### src/rtl/mem_bus_arbiter_pkg.sv
// mem_bus_arbiter_pkg
//   Shared definitions for the memory bus arbiter slice: the default bus
//   width, the read FSM state encoding and the read-owner encoding.
//   Ports: none (package only).
package mem_bus_arbiter_pkg;

  localparam int ARB_BUS_WIDTH   = 32;
  localparam int ARB_STATE_WIDTH = 2;

  typedef enum logic [ARB_STATE_WIDTH-1:0] {
    ARB_IDLE = 2'd0,
    ARB_REQ  = 2'd1,
    ARB_RESP = 2'd2
  } arb_state_t;

  typedef enum logic {
    ARB_OWNER_I = 1'b0,
    ARB_OWNER_D = 1'b1
  } arb_owner_t;

  // The last-grant register starts on the port that should LOSE the first tie.
  function automatic arb_owner_t reset_last_grant(input bit d_first);
    return d_first ? ARB_OWNER_I : ARB_OWNER_D;
  endfunction

endpackage

### src/rtl/mem_bus_arbiter_slice.sv
// bus_reg_slice
//   One-entry valid/ready register. An entry is accepted only while the
//   register is empty and is released by the downstream handshake.
//   Ports:
//     clk, rst              clock, synchronous active-low reset
//     in_valid/in_ready     upstream handshake, in_data payload
//     out_valid/out_ready   downstream handshake, out_data payload
module bus_reg_slice
  import mem_bus_arbiter_pkg::*;
#(
  parameter int WIDTH = ARB_BUS_WIDTH
) (
  input  logic             clk,
  input  logic             rst,
  input  logic             in_valid,
  input  logic [WIDTH-1:0] in_data,
  output logic             in_ready,
  output logic             out_valid,
  output logic [WIDTH-1:0] out_data,
  input  logic             out_ready
);

  logic             full_q, full_d;
  logic [WIDTH-1:0] data_q, data_d;

  assign in_ready  = !full_q;
  assign out_valid = full_q;
  assign out_data  = data_q;

  // Accept and release can never coincide: accept needs the entry empty,
  // release needs it full.
  always_comb begin
    full_d = full_q;
    data_d = data_q;
    if (out_valid && out_ready) begin
      full_d = 1'b0;
    end
    if (in_valid && in_ready) begin
      full_d = 1'b1;
      data_d = in_data;
    end
  end

  always_ff @(posedge clk) begin
    if (!rst) begin
      full_q <= 1'b0;
      data_q <= '0;
    end else begin
      full_q <= full_d;
      data_q <= data_d;
    end
  end

endmodule

### src/rtl/mem_bus_arbiter.sv
// mem_bus_arbiter
//   Arbitrates an instruction read port and a data read/write port onto a
//   single memory bus. Reads: round-robin grant, one outstanding read,
//   IDLE -> REQ -> RESP. Writes: address and data each buffered in a
//   one-entry slice and issued to memory together once both are present.
//   Data reads are held off while any write is buffered or in flight.
//   Ports:
//     clk, rst                       clock, synchronous active-low reset
//     i_raddr_*, i_rdata_*           instruction read channels
//     i_waddr_ready, i_wdata_ready   always 0 (instruction port is read-only)
//     d_raddr_*, d_rdata_*           data read channels
//     d_waddr_*, d_wdata_*           data write channels
//     m_*                            memory-side channels
module mem_bus_arbiter
  import mem_bus_arbiter_pkg::*;
#(
  parameter int BUS_WIDTH = ARB_BUS_WIDTH,
  parameter int D_FIRST   = 1
) (
  input  logic                 clk,
  input  logic                 rst,
  // instruction port
  input  logic                 i_raddr_valid,
  input  logic [BUS_WIDTH-1:0] i_raddr,
  output logic                 i_raddr_ready,
  output logic                 i_rdata_valid,
  output logic [BUS_WIDTH-1:0] i_rdata,
  input  logic                 i_rdata_ready,
  output logic                 i_waddr_ready,
  output logic                 i_wdata_ready,
  // data port
  input  logic                 d_raddr_valid,
  input  logic [BUS_WIDTH-1:0] d_raddr,
  output logic                 d_raddr_ready,
  output logic                 d_rdata_valid,
  output logic [BUS_WIDTH-1:0] d_rdata,
  input  logic                 d_rdata_ready,
  input  logic                 d_waddr_valid,
  input  logic [BUS_WIDTH-1:0] d_waddr,
  output logic                 d_waddr_ready,
  input  logic                 d_wdata_valid,
  input  logic [BUS_WIDTH-1:0] d_wdata,
  output logic                 d_wdata_ready,
  // memory port
  output logic                 m_raddr_valid,
  output logic [BUS_WIDTH-1:0] m_raddr,
  input  logic                 m_raddr_ready,
  input  logic                 m_rdata_valid,
  input  logic [BUS_WIDTH-1:0] m_rdata,
  output logic                 m_rdata_ready,
  output logic                 m_waddr_valid,
  output logic [BUS_WIDTH-1:0] m_waddr,
  input  logic                 m_waddr_ready,
  output logic                 m_wdata_valid,
  output logic [BUS_WIDTH-1:0] m_wdata,
  input  logic                 m_wdata_ready
);

  arb_state_t           state_q, state_d;
  arb_owner_t           owner_q, owner_d;
  arb_owner_t           last_grant_q, last_grant_d;
  logic [BUS_WIDTH-1:0] m_raddr_q, m_raddr_d;
  logic                 m_raddr_valid_q, m_raddr_valid_d;
  logic                 drain_q, drain_d;

  logic waddr_in_valid, waddr_in_ready, waddr_full, waddr_out_ready;
  logic wdata_in_valid, wdata_in_ready, wdata_full, wdata_out_ready;
  logic write_present, write_busy, waddr_xfer, wdata_xfer, writes_empty_next;
  logic i_elig, d_elig, grant_i, grant_d, in_idle, in_resp;

  assign i_waddr_ready = 1'b0;
  assign i_wdata_ready = 1'b0;

  // ---------------------------------------------------------------- writes
  // drain_q marks a write pair that has been presented to memory but not yet
  // fully accepted; it keeps the surviving half valid after its partner has
  // left and keeps both entries closed until the pair is gone.
  assign write_present  = (waddr_full && wdata_full) || drain_q;
  assign write_busy     = waddr_full || wdata_full || drain_q;

  assign waddr_in_valid = d_waddr_valid && !drain_q;
  assign wdata_in_valid = d_wdata_valid && !drain_q;
  assign d_waddr_ready  = waddr_in_ready && !drain_q;
  assign d_wdata_ready  = wdata_in_ready && !drain_q;

  assign m_waddr_valid   = rst && waddr_full && write_present;
  assign m_wdata_valid   = rst && wdata_full && write_present;
  assign waddr_out_ready = m_waddr_ready && m_waddr_valid;
  assign wdata_out_ready = m_wdata_ready && m_wdata_valid;
  assign waddr_xfer      = waddr_out_ready;
  assign wdata_xfer      = wdata_out_ready;

  assign writes_empty_next = (!waddr_full || waddr_xfer) && (!wdata_full || wdata_xfer);
  assign drain_d           = write_present && !writes_empty_next;

  bus_reg_slice #(.WIDTH(BUS_WIDTH)) u_waddr_slice (
    .clk      (clk),
    .rst      (rst),
    .in_valid (waddr_in_valid),
    .in_data  (d_waddr),
    .in_ready (waddr_in_ready),
    .out_valid(waddr_full),
    .out_data (m_waddr),
    .out_ready(waddr_out_ready)
  );

  bus_reg_slice #(.WIDTH(BUS_WIDTH)) u_wdata_slice (
    .clk      (clk),
    .rst      (rst),
    .in_valid (wdata_in_valid),
    .in_data  (d_wdata),
    .in_ready (wdata_in_ready),
    .out_valid(wdata_full),
    .out_data (m_wdata),
    .out_ready(wdata_out_ready)
  );

  // ----------------------------------------------------------------- reads
  // Outputs are gated with rst so nothing handshakes while reset is held,
  // regardless of the state left over from before the reset edge.
  assign in_idle = rst && (state_q == ARB_IDLE);
  assign in_resp = rst && (state_q == ARB_RESP);

  assign i_elig  = i_raddr_valid;
  assign d_elig  = d_raddr_valid && !write_busy;
  assign grant_d = d_elig && (!i_elig || (last_grant_q == ARB_OWNER_I));
  assign grant_i = i_elig && !grant_d;

  assign i_raddr_ready = in_idle && grant_i;
  assign d_raddr_ready = in_idle && grant_d;

  assign m_raddr_valid = rst && m_raddr_valid_q;
  assign m_raddr       = m_raddr_q;

  assign i_rdata_valid = in_resp && (owner_q == ARB_OWNER_I) && m_rdata_valid;
  assign d_rdata_valid = in_resp && (owner_q == ARB_OWNER_D) && m_rdata_valid;
  assign i_rdata       = m_rdata;
  assign d_rdata       = m_rdata;
  assign m_rdata_ready = in_resp && ((owner_q == ARB_OWNER_I) ? i_rdata_ready : d_rdata_ready);

  // Next-state logic for the read FSM; m_raddr_valid is registered so it is
  // high exactly while the FSM sits in REQ.
  always_comb begin
    state_d         = state_q;
    owner_d         = owner_q;
    last_grant_d    = last_grant_q;
    m_raddr_d       = m_raddr_q;
    m_raddr_valid_d = m_raddr_valid_q;
    unique case (state_q)
      ARB_IDLE: begin
        if (grant_d) begin
          state_d         = ARB_REQ;
          owner_d         = ARB_OWNER_D;
          last_grant_d    = ARB_OWNER_D;
          m_raddr_d       = d_raddr;
          m_raddr_valid_d = 1'b1;
        end else if (grant_i) begin
          state_d         = ARB_REQ;
          owner_d         = ARB_OWNER_I;
          last_grant_d    = ARB_OWNER_I;
          m_raddr_d       = i_raddr;
          m_raddr_valid_d = 1'b1;
        end
      end
      ARB_REQ: begin
        if (m_raddr_ready) begin
          state_d         = ARB_RESP;
          m_raddr_valid_d = 1'b0;
        end
      end
      ARB_RESP: begin
        if (m_rdata_valid && m_rdata_ready) begin
          state_d = ARB_IDLE;
        end
      end
      default: begin
        state_d         = ARB_IDLE;
        m_raddr_valid_d = 1'b0;
      end
    endcase
  end

  always_ff @(posedge clk) begin
    if (!rst) begin
      state_q         <= ARB_IDLE;
      owner_q         <= ARB_OWNER_I;
      last_grant_q    <= reset_last_grant(D_FIRST != 0);
      m_raddr_q       <= '0;
      m_raddr_valid_q <= 1'b0;
      drain_q         <= 1'b0;
    end else begin
      state_q         <= state_d;
      owner_q         <= owner_d;
      last_grant_q    <= last_grant_d;
      m_raddr_q       <= m_raddr_d;
      m_raddr_valid_q <= m_raddr_valid_d;
      drain_q         <= drain_d;
    end
  end

endmodule

### config.mk
export PLATFORM = sky130hd
export DESIGN_NAME = mem_bus_arbiter
export DESIGN_NICKNAME = d
export VERILOG_FILES = /design/src/rtl/mem_bus_arbiter_pkg.sv /design/src/rtl/mem_bus_arbiter_slice.sv /design/src/rtl/mem_bus_arbiter.sv
export SDC_FILE = /design/constraint.sdc
export NUM_CORES = 1
export LEC_CHECK = 0
export ABC_AREA = 0
export BUFFER_PORTS_ARGS = -buffer_cell sky130_fd_sc_hd__buf_2
export CORE_AREA = 2 2 134 136
export DETAILED_ROUTE_END_ITERATION = 8
export DIE_AREA = 0 0 136 138
export PLACE_DENSITY_LB_ADDON = 0.12
export SETUP_SLACK_MARGIN = 0.3
export SYNTH_ARGS = -nofsm -noshare
export SYNTH_HDL_FRONTEND = slang
export SYNTH_SLANG_ARGS = --single-unit
### constraint.sdc
create_clock -name clk -period 2.1 [get_ports clk]
set_clock_uncertainty 0.2 [all_clocks]
set_input_delay 0.42 -clock clk [delete_from_list [all_inputs] [get_ports clk]]
set_output_delay 0.42 -clock clk [all_outputs]
set_load 0.02 [all_outputs]
==> results of run 1 <==
==> per-layer routing <==
layer,track usage [%],routed length (um)
met5,0,0
met4,6.195,330
met3,5.354,1293
met2,23.94,6662
met1,17.17,6015
==> power breakdown <==
group / internal, mW / switching [mW]
Combinational: 0.486 / 0.723
Clock: 1.05 / 0.779
Sequential: 2.14 / 0.0985
Total: 3.67 / 1.60
==> final cells by class <==
type / instances / area [um2] / area share [%]
timing repair buffer: 269 / 1520 / 24.77
sequential: 103 / 2076 / 33.82
multi-input combinational: 369 / 1926 / 31.37
tap: 229 / 286.5 / 4.668
clock inverter: 7 / 97.59 / 1.590
clock buffer: 9 / 225.2 / 3.669
inverter: 2 / 7.507 / 0.1223
==> worst max-delay path: stages (launching register included) <==
cell and delay, ns:
sky130_fd_sc_hd__dfxtp_2 0.34, sky130_fd_sc_hd__nor4b_4 0.34, sky130_fd_sc_hd__and2_1 0.19, sky130_fd_sc_hd__and3_4 0.19, sky130_fd_sc_hd__buf_6 0.11
==> synthesized netlist by cell type (3+ instances only) <==
cell type and n:
sky130_fd_sc_hd__o21ai_1 10, sky130_fd_sc_hd__dfxtp_1 103, sky130_fd_sc_hd__a31oi_1 30, sky130_fd_sc_hd__buf_2 13, sky130_fd_sc_hd__a21oi_1 5, sky130_fd_sc_hd__nor2_1 7
sky130_fd_sc_hd__buf_6 6, sky130_fd_sc_hd__and2_1 4, sky130_fd_sc_hd__nor2b_1 3, sky130_fd_sc_hd__a21boi_0 53, sky130_fd_sc_hd__a21boi_1 13, sky130_fd_sc_hd__buf_4 66
sky130_fd_sc_hd__o21ai_0 25, sky130_fd_sc_hd__nand2_1 200, sky130_fd_sc_hd__clkbuf_1 21
==> state kept, by name, summed over array words and instances (netlist names) <==
register and cells:
u_wdata_slice.out_valid 1, u_wdata_slice.out_data 32, state_q 2, u_waddr_slice.out_data 32
m_raddr_valid_q 1, drain_q 1, u_waddr_slice.out_valid 1, last_grant_q 1
m_raddr 32
==> worst paths after layout <==
path / end / from / slack (ns) / depth (start not counted)
setup / recovery: d_raddr_ready / u_waddr_slice.out_valid / -0.03 / 4
hold / removal: u_wdata_slice.out_data[29] / d_wdata[29] / 0.11 / 3
setup reg to reg: m_raddr[15] / u_waddr_slice.out_valid / 0.19 / 6
hold reg to reg: u_waddr_slice.out_data[5] / u_waddr_slice.out_data[5] / 0.25 / 2
==> through the flow <==
stage / util (%) / instances / worst slack [ns] / instance area, um2 / setup TNS (ns)
floorplan: - / 580 / 0.1958 / 4666 / 0
global placement: 31.95 / 964 / 0.1417 / 5603 / 0
detailed placement: 31.95 / 964 / 0.1413 / 5603 / 0
CTS: 34.70 / 985 / -0.07780 / 6085 / -0.1364
global route: 35.01 / 988 / -0.1280 / 6138 / -0.2281
finish: 35.01 / 988 / -0.02749 / 6138 / -0.02749
==> cell families after synthesis <==
logic type | count (synthesis) | share of synthesized area (%)
multiplexers | 1 | 0.2159
other | 1 | 0.08089
AO/OA/AOI/OAI | 143 | 20.40
flip-flops | 103 | 44.48
AND/OR/NAND/NOR | 223 | 19.41
buffers and inverters | 108 | 15.41
==> what timing repair did <==
action / in CTS / in global routing
endpoints found under the setup margin: 43 / 42
pin swaps: 5 / 1
endpoints found under the hold margin: 0 / 0
setup buffers: 3 / 2
gates cloned: 2 / 1
resized for setup: 26 / 4
==> Implementation_results.wiki, run 1 <==
{| class="wikitable"
! Metric !! Value
|-
| Status || complete, but fails checks
|-
| Failing checks || setup timing
|-
| Share of the synthesized area in the top cell type || 44.48%
|-
| Level count of the clock H-tree || 3
|-
| TritonRoute pass-1 iters || 5
|-
| Cell count after synthesis || 579
|-
| Detailed placement HPWL || 10080 um
|-
| Final period utilization || 101.3%
|-
| Placer's final routability congestion estimate || 0.7634
|-
| Unrepaired setup endpoints after global routing || yes
|-
| Final Total Pwr || 5.272 mW
|-
| Relative area change from synthesis to final layout || 32.42%
|-
| Number of enable-type register cells in the synthesized netlist || 0
|-
| Global routing usage summed across all routing layers || 14.64%
|-
| Wire length after detailed routing || 14300 um
|-
| Type of element launching the critical path || flop
|-
| Clock Pin Slew Worst Setup and Hold Paths || 0.07 ns
|-
| Required time at the worst-slack endpoint || 1.48 ns
|-
| Maximum achievable frequency || 0.4700 GHz
|-
| Top-Level Pins || 344
|-
| Commonest register cell after synthesis || sky130_fd_sc_hd__dfxtp_1
|-
| Die footprint || 18770 um2
|-
| Clock sinks || 103
|-
| Post-synth ARST share || 0%
|-
| Crit path time final || 2.127 ns
|-
| Die H || 138 um
|-
| Global-route wire length before repair || 21870 um
|-
| DRT antenna net count || 0
|-
| Min setup slack post-route || -0.02749 ns
|-
| Count of unresolved DRC violations after routing || 0
|-
| Max-capacitance violation count || 0
|-
| Cell variety after synth || 32
|-
| Horizontal die dimension || 136 um
|-
| Clock Tree Buf Depth || 2
|-
| WL/cell || 14.47 um
|-
| Pin count of the biggest net entering global routing || 34
|-
| Pleak || 2.905 nW
|-
| Antenna violations before repair || 1
|-
| Max VDD drop || 0.0003543 V
|-
| Count of endpoints failing hold in the final timing report || 0
|-
| Vias per Instance || 4.423
|-
| Antenna diode instance count || 0
|-
| Clock Tree Root || sky130_fd_sc_hd__clkbuf_16
|-
| Setup violation total in the final timing report || 1
|-
| Vias post-DR || 4370
|-
| Mean instance size in the synthesized netlist || 8.006 um2
|-
| Hold Slack || 0.1054 ns
|-
| Power density over the cells || 858.9 nW/um2
|-
| Warnings, synthesis || 0
|-
| Cell area after synthesis || 4636 um2
|-
| Nature of the critical path endpoint || output pin
|-
| Number of buffers created by CTS || 9
|-
| CORE AREA || 17530 um2
|-
| Top cell type by total area after synthesis || sky130_fd_sc_hd__dfxtp_1
|-
| FP Rows || 49
|-
| Layout cell share with drive strength beyond 1 || 40.18%
|-
| Final layout net count || 926
|-
| Maximum fanout encountered on the critical timing path || 3
|-
| Total of flip-flops plus latches after synthesis || 103
|-
| Count of final max-slew check failures || 0
|-
| Class of the most critical setup path || flop to output pin
|-
| Hold Crit Class || primary input to flop
|-
| First DRT Iteration DRCs || 126
|-
| TritonCTS clock tree || done
|-
| Hold-fix buffer count after cts || 0
|-
| Most area-consuming cells after synthesis || sky130_fd_sc_hd__dfxtp_1, sky130_fd_sc_hd__nand2_1, sky130_fd_sc_hd__buf_4
|-
| Initial Utilization || 26.44%
|-
| Most common cell after layout, fill and taps aside || sky130_fd_sc_hd__buf_2
|-
| CP Data Arrival Time || 1.51 ns
|-
| Via count of the first global-routing pass || 4251
|-
| Clk Latency, worst-skew pair || 0.34 ns
|-
| Fillers || 1893
|-
| Most frequent cells in the layout || sky130_fd_sc_hd__buf_2, sky130_fd_sc_hd__nand2_1, sky130_fd_sc_hd__dfxtp_1
|-
| Part of the Yosys area used for sequential elements || 44.48%
|-
| # port buffers || 245
|-
| Global route total overflow || 0
|}
(Power assumes the default switching activity.)
==> run 2: changes to the inputs <==
--- a/config.mk
+++ b/config.mk
@@ -10,6 +10,7 @@
 export CORE_AREA = 2 2 134 136
 export DETAILED_ROUTE_END_ITERATION = 8
 export DIE_AREA = 0 0 136 138
+export MAX_ROUTING_LAYER = met4
 export PLACE_DENSITY_LB_ADDON = 0.12
 export SETUP_SLACK_MARGIN = 0.3
 export SYNTH_ARGS = -nofsm -noshare
==> run 2 against run 1 <==
Compared with the run above:
- the flow still finishes with violations (setup timing)
- combinational power is essentially flat
- final cell count is the same
- utilization barely moved
- register-to-register slack is essentially flat
- maximum frequency about the same
- global-route usage rose by 0.45 points
- sequential cell count did not move
- power about the same
- routed wire length increased by 0.12%
- highest routed layer unchanged
==> Implementation_results.wiki, run 2 (synthesized netlist as in run 1, its figures left out) <==
{| class="wikitable"
! Metric !! Value
|-
| Layout cell share with drive strength beyond 1 || 40.11% (-0.079 points)
|-
| First DRT Iteration DRCs || 146 (+16%)
|-
| Number of buffers created by CTS || 9 (unchanged)
|-
| Pin count of the biggest net entering global routing || 34 (unchanged)
|-
| Most common cell after layout, fill and taps aside || sky130_fd_sc_hd__buf_2
|-
| Crit path time final || 2.128 ns (+0.0003691 ns)
|-
| Die H || 138 um (unchanged)
|-
| Max VDD drop || 0.0003556 V (+0.38%)
|-
| Max-capacitance violation count || 0 (unchanged)
|-
| Clock Pin Slew Worst Setup and Hold Paths || 0.07 ns (about the same)
|-
| Min setup slack post-route || -0.02786 ns (-0.0003691 ns)
|-
| Final Total Pwr || 5.277 mW (about the same)
|-
| Fin Setup TNS || -0.02786 ns (-0.0003691 ns)
|-
| Count of unresolved DRC violations after routing || 0 (unchanged)
|-
| Fraction of the core area covered by cells at the end of the flow || 34.97% (-0.036 points)
|-
| Worst r2r dst || m_raddr[15]
|-
| Cell area reported after detailed placement || 5603 um2 (unchanged)
|-
| Maximum achievable frequency || 0.4700 GHz (about the same)
|-
| Antenna violations before repair || 1 (unchanged)
|-
| Final period utilization || 101.3% (about the same)
|-
| DRT antenna net count || 0 (unchanged)
|-
| Placed cells || 964 (unchanged)
|-
| Type of element launching the critical path || flop
|-
| FP Rows || 49 (unchanged)
|-
| Top-Level Pins || 344 (unchanged)
|-
| Pleak || 2.899 nW (-0.22%)
|-
| Clock sinks || 103 (unchanged)
|-
| Clock Tree Buf Depth || 2 (unchanged)
|-
| Global-route wire length before repair || 21840 um (-0.16%)
|-
| Unrepaired setup endpoints after global routing || yes
|-
| Vias per Instance || 4.439 (+0.37%)
|-
| Placer's final routability congestion estimate || 0.7749 (+1.5%)
|-
| Clock Tree Root || sky130_fd_sc_hd__clkbuf_16
|-
| Global routing usage summed across all routing layers || 15.09% (+0.45 points)
|-
| WL/cell || 14.49 um (+0.12%)
|-
| Class of the most critical setup path || flop to output pin
|-
| TritonCTS clock tree || done
|-
| Min-Delay Endpoint || u_wdata_slice.out_data[29]
|-
| Hold Slack || 0.1038 ns (-0.001578 ns)
|-
| Die footprint || 18770 um2 (unchanged)
|-
| Launch point of the worst reg-to-reg path || u_waddr_slice.out_valid
|-
| Failing checks || setup timing
|-
| Via count of the first global-routing pass || 4271 (+0.47%)
|-
| Hold Path Stages || 3 (unchanged)
|-
| Power density over the cells || 860.5 nW/um2 (+0.19%)
|-
| TritonRoute pass-1 iters || 4 (-1)
|-
| Setup violation total in the final timing report || 1 (unchanged)
|-
| Required time at the worst-slack endpoint || 1.48 ns (about the same)
|-
| Vias post-DR || 4386 (+0.37%)
|-
| # port buffers || 245 (unchanged)
|-
| Detailed placement HPWL || 10080 um (unchanged)
|-
| Status || complete, but fails checks
|-
| CORE AREA || 17530 um2 (unchanged)
|-
| Wire length after detailed routing || 14320 um (+0.12%)
|-
| Initial Utilization || 26.44% (unchanged)
|-
| Clk Latency, worst-skew pair || 0.35 ns (about the same)
|-
| Relative area change from synthesis to final layout || 32.28%
|-
| Final standard cell area without fillers || 6132 um2 (-0.10%)
|-
| Nature of the critical path endpoint || output pin
|-
| Setup Slack @ Placement || 0.1413 ns (unchanged)
|-
| Worst r2r path cells || 6 (unchanged)
|-
| Level count of the clock H-tree || 3 (unchanged)
|-
| Startpoint of the lowest-slack hold path || d_wdata[29]
|-
| Global route total overflow || 0 (unchanged)
|-
| Most frequent cells in the layout || sky130_fd_sc_hd__buf_2, sky130_fd_sc_hd__nand2_1, sky130_fd_sc_hd__dfxtp_1
|-
| Count of endpoints failing hold in the final timing report || 0 (unchanged)
|-
| Final layout net count || 925 (-0.11%)
|-
| Count of final max-slew check failures || 0 (unchanged)
|-
| Hold Crit Class || primary input to flop
|-
| Horizontal die dimension || 136 um (unchanged)
|-
| CP Data Arrival Time || 1.51 ns (about the same)
|-
| Maximum fanout encountered on the critical timing path || 3 (unchanged)
|-
| Register-to-register setup slack || 0.20 ns (about the same)
|-
| Non-Filler Instances || 988 (unchanged)
|}
-- run 2: cell count changes in the layout (fill, tap and decap cells not counted), sizes merged --
cell	previous run	this run
diode	0	1
buf	267	266
-- run 2: cell type report --
class	instances	area (um2)
inverter	2	7.507
timing repair buffer	268	1511
clock buffer	9	225.2
tap	229	286.5
fill	1896	11400
clock inverter	7	97.59
multi-input combinational	369	1926
antenna	1	2.502
sequential	103	2076
-- run 2: worst max-delay path, stage by stage, from the launching register on --
cell and delay [ns]:
sky130_fd_sc_hd__dfxtp_2 0.34, sky130_fd_sc_hd__nor4b_4 0.34, sky130_fd_sc_hd__and2_1 0.19, sky130_fd_sc_hd__and3_4 0.19
sky130_fd_sc_hd__buf_6 0.11
-- run 2: metal layers --
metal | part of all wire (%) | global-route usage (%)
met3 | 7.6 | 4.180
met5 | 0 | -
met2 | 46 | 23.91
met1 | 44 | 17.96
met4 | 2.3 | 6.195
-- run 2: power by group --
part / leakage [nW] / internal (mW) / switching [mW]
clock: 0.152 / 1.05 / 0.785
sequential: 0.852 / 2.14 / 0.100
combinational: 1.90 / 0.484 / 0.722
-- run 2: worst max path at each step --
stage	depth (start not counted)	slack (ns)	start	to
global route	4	-0.13	u_waddr_slice.out_valid	d_raddr_ready
global placement	5	0.14	d_raddr_valid	d_raddr_ready
CTS	4	-0.08	u_waddr_slice.out_valid	d_raddr_ready
detailed placement	5	0.14	d_raddr_valid	d_raddr_ready
finish	4	-0.03	u_waddr_slice.out_valid	d_raddr_ready
floorplan	5	0.20	u_wdata_slice.out_valid	d_raddr_ready
-- run 2: what timing repair did --
item,CTS,global route
setup buffers,3,1
resized for setup,26,4
pin swaps,5,1
hold buffers,0,0
endpoints found under the setup margin,43,42
cloned,2,1
